**config.mk**
```make
export PLATFORM = sky130hd
export DESIGN_NAME = dig_readout_flat
export DESIGN_NICKNAME = d
export VERILOG_FILES = /design/src/rtl/dig_readout_if.sv /design/src/rtl/dig_readout.sv /design/src/flat_wrapper.sv
export SDC_FILE = /design/constraint.sdc
export NUM_CORES = 1
export LEC_CHECK = 0
export CORE_UTILIZATION = 50
export DETAILED_ROUTE_END_ITERATION = 6
export GPL_ROUTABILITY_DRIVEN = 1
export MAX_ROUTING_LAYER = met4
export PLACE_DENSITY = 0.78
export SLEW_MARGIN = 30
export SYNTH_ARGS = -nofsm -noshare
export SYNTH_HDL_FRONTEND = slang
export SYNTH_SLANG_ARGS = --single-unit
```
**constraint.sdc**
```tcl
create_clock -name clk -period 1.9 [get_ports clk]
set_input_delay 0.285 -clock clk [delete_from_list [all_inputs] [get_ports clk]]
set_output_delay 0.285 -clock clk [all_outputs]
set_load 0.02 [all_outputs]
```
**src/rtl/dig_readout_if.sv**
```systemverilog
// Code bus and averaged-result valid/ready channel of dig_readout.
// The slave modport is the reader (dig_readout); master is the driving side.
interface dig_readout_if #(
  parameter int WIDTH = 5
);
  logic [WIDTH-1:0] code;
  logic             out_ready;
  logic             out_valid;
  logic [WIDTH-1:0] out_data;
  logic             out_ovf;
  logic             overrun;
  logic [WIDTH-1:0] out_min;
  logic [WIDTH-1:0] out_max;

  modport master (
    output code, out_ready,
    input  out_valid, out_data, out_ovf, overrun, out_min, out_max
  );

  modport slave (
    input  code, out_ready,
    output out_valid, out_data, out_ovf, overrun, out_min, out_max
  );
endinterface

```
**src/rtl/dig_readout.sv**
```systemverilog
// Conversion-counter reader: detects end-of-conversion on the code bus and averages
// 2**AVG_LOG2 final counts per result. Optional per-batch min/max: DIG_READOUT_MINMAX_EN.
module dig_readout #(
  parameter int WIDTH    = 5,
  parameter int AVG_LOG2 = 2
) (
  input  logic          clk,
  input  logic          rst,
  dig_readout_if.slave  bus
);
  localparam int SW = WIDTH + AVG_LOG2;
  localparam int CW = AVG_LOG2 + 1;
  localparam logic [WIDTH-1:0] CODE_MAX = '1;
  localparam logic [CW-1:0]    LAST_CNT = CW'((1 << AVG_LOG2) - 1);

  typedef enum logic [0:0] {
    SYNC = 1'b0,
    ACC  = 1'b1
  } state_t;

  state_t           state_r;
  state_t           state_n;
  logic [WIDTH-1:0] code_q_r;
  logic [SW-1:0]    sum_r;
  logic [SW-1:0]    sum_n;
  logic [SW-1:0]    total_s;
  logic [CW-1:0]    cnt_r;
  logic [CW-1:0]    cnt_n;
  logic             bovf_r;
  logic             bovf_n;
  logic             end_s;
  logic             smp_ovf_s;
  logic [WIDTH-1:0] sample_s;
  logic             done_s;
  logic             load_s;
  logic             res_ovf_s;
  logic [WIDTH-1:0] res_min_s;
  logic [WIDTH-1:0] res_max_s;

  logic             out_valid_r;
  logic [WIDTH-1:0] out_data_r;
  logic             out_ovf_r;
  logic             overrun_r;
  logic [WIDTH-1:0] out_min_r;
  logic [WIDTH-1:0] out_max_r;

  // A full-scale count means the counter wrapped; it is kept saturated and flagged.
  assign end_s     = (code_q_r != '0) && (bus.code == '0);
  assign smp_ovf_s = (code_q_r == CODE_MAX);
  assign sample_s  = smp_ovf_s ? CODE_MAX : code_q_r;
  assign res_ovf_s = bovf_r | smp_ovf_s;
  assign load_s    = done_s && (!out_valid_r || bus.out_ready);

  // State, code history and batch accumulators.
  always_ff @(posedge clk) begin
    if (rst) begin
      state_r  <= SYNC;
      code_q_r <= '0;
      sum_r    <= '0;
      cnt_r    <= '0;
      bovf_r   <= 1'b0;
    end else begin
      state_r  <= state_n;
      code_q_r <= bus.code;
      sum_r    <= sum_n;
      cnt_r    <= cnt_n;
      bovf_r   <= bovf_n;
    end
  end

  // Next-state and accumulation: the last sample of a batch completes it on the same edge.
  always_comb begin
    state_n = state_r;
    sum_n   = sum_r;
    cnt_n   = cnt_r;
    bovf_n  = bovf_r;
    done_s  = 1'b0;
    total_s = sum_r + SW'(sample_s);
    case (state_r)
      SYNC: begin
        if (end_s) begin
          state_n = ACC;
        end else begin
          state_n = SYNC;
        end
      end
      ACC: begin
        if (end_s && (cnt_r == LAST_CNT)) begin
          done_s = 1'b1;
          sum_n  = '0;
          cnt_n  = '0;
          bovf_n = 1'b0;
        end else if (end_s) begin
          sum_n  = total_s;
          cnt_n  = cnt_r + CW'(1);
          bovf_n = res_ovf_s;
        end else begin
          state_n = ACC;
        end
      end
      default: begin
        state_n = SYNC;
      end
    endcase
  end

`ifdef DIG_READOUT_MINMAX_EN
  logic [WIDTH-1:0] bmin_r;
  logic [WIDTH-1:0] bmax_r;
  logic             first_s;

  assign first_s = (cnt_r == '0);

  // Running extrema including the current sample; the first sample of a batch restarts them.
  always_comb begin
    res_min_s = bmin_r;
    res_max_s = bmax_r;
    if (first_s || (sample_s < bmin_r)) begin
      res_min_s = sample_s;
    end else begin
      res_min_s = bmin_r;
    end
    if (first_s || (sample_s > bmax_r)) begin
      res_max_s = sample_s;
    end else begin
      res_max_s = bmax_r;
    end
  end

  // Batch extrema registers.
  always_ff @(posedge clk) begin
    if (rst) begin
      bmin_r <= '0;
      bmax_r <= '0;
    end else if ((state_r == ACC) && end_s && !done_s) begin
      bmin_r <= res_min_s;
      bmax_r <= res_max_s;
    end else begin
      bmin_r <= bmin_r;
      bmax_r <= bmax_r;
    end
  end
`else
  assign res_min_s = '0;
  assign res_max_s = '0;
`endif

  // Result holding register; a completion that finds it occupied is dropped and flagged.
  always_ff @(posedge clk) begin
    if (rst) begin
      out_valid_r <= 1'b0;
      out_data_r  <= '0;
      out_ovf_r   <= 1'b0;
      overrun_r   <= 1'b0;
      out_min_r   <= '0;
      out_max_r   <= '0;
    end else begin
      if (load_s) begin
        out_valid_r <= 1'b1;
        out_data_r  <= WIDTH'(total_s >> AVG_LOG2);
        out_ovf_r   <= res_ovf_s;
        out_min_r   <= res_min_s;
        out_max_r   <= res_max_s;
      end else if (bus.out_ready) begin
        out_valid_r <= 1'b0;
      end else begin
        out_valid_r <= out_valid_r;
      end
      if (done_s && !load_s) begin
        overrun_r <= 1'b1;
      end else begin
        overrun_r <= overrun_r;
      end
    end
  end

  assign bus.out_valid = out_valid_r;
  assign bus.out_data  = out_data_r;
  assign bus.out_ovf   = out_ovf_r;
  assign bus.overrun   = overrun_r;
  assign bus.out_min   = out_min_r;
  assign bus.out_max   = out_max_r;
endmodule

```
**src/flat_wrapper.sv**
```systemverilog
// flat-port wrapper written by rule: the top's interface ports become plain ports
module dig_readout_flat 
#(
  parameter int WIDTH    = 5,
  parameter int AVG_LOG2 = 2
)
  (clk, rst, bus_code, bus_out_ready, bus_out_valid, bus_out_data, bus_out_ovf, bus_overrun, bus_out_min, bus_out_max);
  dig_readout_if #(.WIDTH(WIDTH)) bus_i ();
  input  logic clk;
  input  logic rst;
  input wire logic [$bits(bus_i.code)-1:0] bus_code;
  input wire logic [$bits(bus_i.out_ready)-1:0] bus_out_ready;
  output wire logic [$bits(bus_i.out_valid)-1:0] bus_out_valid;
  output wire logic [$bits(bus_i.out_data)-1:0] bus_out_data;
  output wire logic [$bits(bus_i.out_ovf)-1:0] bus_out_ovf;
  output wire logic [$bits(bus_i.overrun)-1:0] bus_overrun;
  output wire logic [$bits(bus_i.out_min)-1:0] bus_out_min;
  output wire logic [$bits(bus_i.out_max)-1:0] bus_out_max;
  assign bus_i.code = bus_code;
  assign bus_i.out_ready = bus_out_ready;
  assign bus_out_valid = bus_i.out_valid;
  assign bus_out_data = bus_i.out_data;
  assign bus_out_ovf = bus_i.out_ovf;
  assign bus_overrun = bus_i.overrun;
  assign bus_out_min = bus_i.out_min;
  assign bus_out_max = bus_i.out_max;
  dig_readout #(.WIDTH(WIDTH), .AVG_LOG2(AVG_LOG2)) u_core (.clk(clk), .rst(rst), .bus(bus_i));
endmodule
```
==> results.cfg, run 1 <==
[outcome]
outcome = complete, no violations

[pwr]
power_mw = 0.848
power_density_nw_per_um2 = 582
leakagePower_nw = 0.565
peakVddDrop_uv = 508

[synth]
syn_inst = 138
ys_types = 34
syn_avg_cell_area_um2 = 9.04
synth_seq_area_share_pct = 40.1
postSynthRegisterBits = 25
async_flop_share_pct = 0
synth_edf_count = 0
ys.warnings.count = 0
synth_flop_cell = dfxtp_1
syn_area_um2 = 1250

[min_path]
hp-class = reg2reg
hold_depth = 2

[die]
coreArea_um2 = 2280
die_area_um2 = 2700
start_util_pct = 54.8
ioPinCount = 26
num_rows = 17
fp.dieH_um = 52.0
die_w_um = 52.0

[finish]
diodes = 0
layout_common_cells = dfxtp_1, clkdlybuf4s50_1, a21oi_1
layout.nets = 174
layout.cells.most_common = dfxtp_1
syn2layout_area_growth_pct = 16.8
drive_above_1_share_pct = 15.2
final_util_pct = 64.0
post-route-cell-area_um2 = 1460

[timing]
slew_violations = 0
postLayoutSetupSlackWorst_ps = 155
finalClockSkew_ps = 3.31
fin_crit_ps = 1740
setup_viol = 0
hold_viol = 0
rsz0062_at_grt = no
min_period_over_period_pct = 91.8
fmax_mhz = 573
timing.hold.ws_ps = 470

[clock_network]
clk_pin_slew_worst_paths_ps = 130
clkSinkCount = 25
root_buffer = clkbuf_4
cts_setup_buffers = 0
cts_tree = built
htree_levels = 1
postCtsHoldBufs = 0
clock_latency_ps = 320
cts_buffers = 3
clock_path_buffers = 2
cts_resized = 0

[run]
drv_cap = 0

[worst_setup_path]
crit_cells = 7
rr_worst_depth = 7
critPathRequiredTime_ps = 2130
path_common_cell = buf_4
slowest_stage = or4_4
cp-start-kind = flip-flop
cp_max_fo = 9
end_kind = flip-flop
critPathArrivalTime_ps = 1980
critical-path-max-stage-delay_ps = 550
worst-path-buf-inv = 2
critPathKind = reg2reg
worstPathCellList = or4_4 -> o211ai_2 -> buf_4 -> nor3_2 -> buf_4 -> mux2i_1 -> nor2_1
cpLargestDelayFamily = simple AND/OR/NAND/NOR gates

[detailed_routing]
num_vias = 997
final_antenna_net_count = 0
dr.pass1.iters = 4
viasPerCell = 5.36
first_iter_violations = 17
drc = 0
wl_per_cell_um = 12.8
wirelength_mm = 2.38

[grt]
track_usage_pct = 21.3
grt_pass1_vias = 920
grt_max_degree = 14
overflow = 0
antenna_found_initial = 0
grt_pass1_wl_mm = 3.98

[placed_design]
gp_congestion = 0.811
io_buffers = 15
place_worst_setup_slack_ps = -84.1
post-dp-hpwl_mm = 1.90
place_area_um2 = 1420
-- per-stage QoR --
step	TNS, ps	std cells
2_1_floorplan	0	147
3_3_place_gp	0	182
3_5_place_dp	-497	182
4_1_cts	0	186
5_1_grt	0	186
6_report	0	186
-- final cells by class --
type	instances	area [µm²]
inverter	6	22.5
fill	194	820
timing repair buffer	23	210
sequential	25	503
clock buffer	4	26.3
multi-input combinational	100	659
tap	28	35.0
-- cell families (layout without fill, tap and decap cells) --
group / Yosys count / in the layout / share of synthesized area [%]
xor gates and xnor gates: 5 / 5 / 3.51
other: 1 / 10 / 0.301
adders and majority gates: 7 / 7 / 7.62
buffers and inverters: 22 / 33 / 10.5
and+or+nand+nor: 48 / 48 / 21.7
muxes: 2 / 2 / 1.60
AOI/OAI and AO/OA: 28 / 28 / 14.6
DFF: 25 / 25 / 40.1
-- synthesized netlist by cell type, types with 2 or more instances --
cell type | number | area [µm²]
mux2i_1 | 2 | 20.0
a21oi_1 | 12 | 60.1
nand2b_1 | 5 | 31.3
o22ai_1 | 2 | 12.5
or3_1 | 3 | 18.8
nor2b_1 | 6 | 37.5
nor3_2 | 3 | 30.0
ha_1 | 6 | 75.1
clkbuf_1 | 5 | 18.8
o21ai_0 | 3 | 15.0
dfxtp_1 | 25 | 500
xnor2_1 | 4 | 35.0
a211oi_1 | 3 | 22.5
nand3_1 | 6 | 30.0
a21o_1 | 2 | 15.0
inv_1 | 6 | 22.5
nand3b_1 | 2 | 15.0
nor2_1 | 8 | 30.0
buf_4 | 10 | 75.1
nand2_1 | 11 | 41.3
-- sequential cells by signal, summed over array words and instances (netlist names) --
register              count
u_core.sum_r              7
u_core.bus.out_data       5
u_core.code_q_r           5
u_core.cnt_r              3
u_core.bovf_r             1
u_core.bus.out_ovf        1
u_core.bus.out_valid      1
u_core.bus.overrun        1
u_core.state_r            1
-- worst paths after layout --
| path | startpoint | end | slack [ps] |
|---|---|---|---|
| setup / recovery | u_core.code_q_r[2] | u_core.bus.out_data[0] | 160 |
| hold / removal | u_core.cnt_r[1] | u_core.cnt_r[1] | 470 |
| setup reg to reg | u_core.code_q_r[2] | u_core.bus.out_data[0] | 160 |
| hold reg to reg | u_core.cnt_r[1] | u_core.cnt_r[1] | 470 |
-- per-layer routing --
| metal | global-route usage (%) | routed length, µm | up-vias |
|---|---|---|---|
| li1 | - | - | 492 |
| met1 | 22.9 | 959 | 466 |
| met2 | 36.1 | 1220 | 32 |
| met3 | 2.63 | 123 | 7 |
| met4 | 14.9 | 74 | 0 |
| met5 | - | 0 | - |
-- tightest hold or removal path: stages, from the launching register on --
cell and delay (ps):
dfxtp_1 330, nand2_1 50, a21oi_1 50
-- power by group --
part	switching (mW)	internal, mW
Sequential	0.00672	0.531
Combinational	0.0423	0.0307
Clock	0.155	0.0824
Total	0.204	0.644
Power figures use the tool's default switching activity.
==> inputs of run 2 (changes only) <==
--- a/config.mk
+++ b/config.mk
@@ -5,12 +5,14 @@
 export SDC_FILE = /design/constraint.sdc
 export NUM_CORES = 1
 export LEC_CHECK = 0
+export CAP_MARGIN = 20
 export CORE_UTILIZATION = 50
 export DETAILED_ROUTE_END_ITERATION = 6
-export GPL_ROUTABILITY_DRIVEN = 1
+export GPL_ROUTABILITY_DRIVEN = 0
 export MAX_ROUTING_LAYER = met4
 export PLACE_DENSITY = 0.78
 export SLEW_MARGIN = 30
 export SYNTH_ARGS = -nofsm -noshare
 export SYNTH_HDL_FRONTEND = slang
 export SYNTH_SLANG_ARGS = --single-unit
+export TNS_END_PERCENT = 1
==> results of run 2 <==
Final layout, timing and power as in run 1 (identical DEF).
==> inputs of run 3 (changes only) <==
--- a/config.mk
+++ b/config.mk
@@ -7,10 +7,12 @@
 export LEC_CHECK = 0
 export CAP_MARGIN = 20
 export CORE_UTILIZATION = 50
+export CTS_BUF_LIST = sky130_fd_sc_hd__clkbuf_4 sky130_fd_sc_hd__clkbuf_8 sky130_fd_sc_hd__clkbuf_16
 export DETAILED_ROUTE_END_ITERATION = 6
 export GPL_ROUTABILITY_DRIVEN = 0
 export MAX_ROUTING_LAYER = met4
 export PLACE_DENSITY = 0.78
+export SKIP_LAST_GASP = 1
 export SLEW_MARGIN = 30
 export SYNTH_ARGS = -nofsm -noshare
 export SYNTH_HDL_FRONTEND = slang
==> run 3 against run 2 <==
Routed wire length is 1.8% higher. Via count shrank 1.4%. Critical endpoint is now u_core.bus.out_data[4]. Combinational power rose by 0.5%.
==> results.cfg, run 3 (synthesis gave the netlist of run 1 again) <==
[pwr]
leakagePower_nw = 0.568
intPower_mw = 0.657
power_mw = 0.857
peakVddDrop_uv = 510
pwr-share-seq_pct = 62.7
clockPowerShare_pct = 28.8
power_density_nw_per_um2 = 588
swShare_pct = 23.3
pwr-share-comb_pct = 8.5
switchingPower_mw = 0.200

[grt]
antenna_found_initial = 0
track_usage_pct = 20.6
grt_pass1_wl_mm = 4.00
overflow = 0
grt_pass1_vias = 922
grt_max_degree = 14

[finish]
drive_above_1_share_pct = 15.2
largest-register = u_core.sum_r
syn2layout_area_growth_pct = 16.9
multi_input_area_um2 = 657
fill_cells = 195
largest_reg_flops = 7
seqCellArea_um2 = 503
diodes = 0
post-route-cell-area_um2 = 1460
layout.cells.most_common = dfxtp_1
stdcell_count = 186
layout_common_cells = dfxtp_1, clkdlybuf4s50_1, a21oi_1
layout.nets = 174

[detailed_routing]
first_iter_violations = 20
wl_per_cell_um = 13.0
num_vias = 983
viasPerCell = 5.28
wirelength_mm = 2.42
drc = 0
final_antenna_net_count = 0
dr.pass1.iters = 4

[clock_network]
postCtsHoldBufs = 0
cts_tree = built
cts_setup_buffers = 0
cts_buffers = 3
htree_levels = 1
clock_path_buffers = 2
root_buffer = clkbuf_4
clk_pin_slew_worst_paths_ps = 130
clock_latency_ps = 310
clkSinkCount = 25
cts_resized = 0

[worst_setup_path]
worst-path-buf-inv = 2
slowest_stage = fa_1
critical-path-max-stage-delay_ps = 400
critPathArrivalTime_ps = 2030
crit_start = u_core.code_q_r[0]
worstPathCellList = ha_2 -> inv_1 -> fa_1 -> inv_1 -> a21o_1 -> a41o_1 -> xnor2_1 -> a211oi_2
critPathKind = reg2reg
r2r-end = u_core.bus.out_data[4]
cp_max_fo = 3
cpLargestDelayFamily = adder cells
crit_cells = 8
end_kind = flip-flop
r2r_start = u_core.code_q_r[0]
cp-start-kind = flip-flop
critPathRequiredTime_ps = 2140
rrSetupSlack_ps = 110
cp-endpoint = u_core.bus.out_data[4]
rr_worst_depth = 8
path_common_cell = inv_1

[die]
num_rows = 17
fp.dieH_um = 52.0
coreArea_um2 = 2280
die_area_um2 = 2700
ioPinCount = 26
die_w_um = 52.0
start_util_pct = 54.8

[timing]
finalClockSkew_ps = 4.41
postLayoutSetupSlackWorst_ps = 109
setup_viol = 0
timing.hold.ws_ps = 471
fmax_mhz = 558
rsz0062_at_grt = yes
min_period_over_period_pct = 94.3
hold_viol = 0
slew_violations = 0
fin_crit_ps = 1790

[run]
drv_cap = 0

[outcome]
outcome = complete, no violations

[min_path]
hold_start = u_core.cnt_r[1]
hp-class = reg2reg

[placed_design]
post-dp-hpwl_mm = 1.90
place_worst_setup_slack_ps = -84.1
dp_cells = 182
io_buffers = 15
place_area_um2 = 1420
run 3: final cells by class:
| class | count | share of cell area (%) |
|---|---|---|
| Tap cell | 28 | 2.40 |
| Inverter | 6 | 1.55 |
| Timing Repair Buffer | 23 | 14.4 |
| Multi-Input combinational cell | 100 | 45.1 |
| Clock buffer | 4 | 2.06 |
| Sequential cell | 25 | 34.5 |
run 3: metal layers:
layer	up-vias	GRT usage [%]	routed length (µm)
met5	-	-	0
met4	0	7.21	21
met3	4	2.63	78
met2	23	37.0	1270
met1	468	23.1	1050
li1	488	-	-
run 3: worst reg2reg max path: cells and delay by family (launching register included):
kind,cells,cell delay [ps]
adders and majority gates,2,600
buffers and inverters,2,130
xor gates and xnor gates,1,100
AOI/OAI and AO/OA,3,520
DFF,1,370
run 3: worst min-delay path by stage:
| stage | endpoint | depth (start not counted) | slack [ps] |
|---|---|---|---|
| floorplan | u_core.code_q_r[0] | 1 | 410 |
| global placement | u_core.cnt_r[2] | 2 | 450 |
| detailed placement | u_core.cnt_r[1] | 2 | 460 |
| CTS | u_core.cnt_r[1] | 2 | 480 |
| global route | u_core.sum_r[3] | 2 | 500 |
| finish | u_core.cnt_r[1] | 2 | 470 |
run 3: power by group through the flow:
stage | clock [mW] | sequential (mW) | combinational (mW)
finish | 0.247 | 0.537 | 0.0733
global route | 0.271 | 0.538 | 0.0800
CTS | 0.248 | 0.537 | 0.0725
detailed placement | 0 | 0.549 | 0.0720
global placement | 0 | 0.548 | 0.0691
floorplan | 0 | 0.546 | 0.0640
run 3: metrics by stage:
stage,util [%],setup TNS (ps)
6_report,64.0,0
4_1_cts,63.6,0
3_3_place_gp,62.3,0
5_1_grt,64.0,-10.4
2_1_floorplan,-,0
3_5_place_dp,62.3,-497
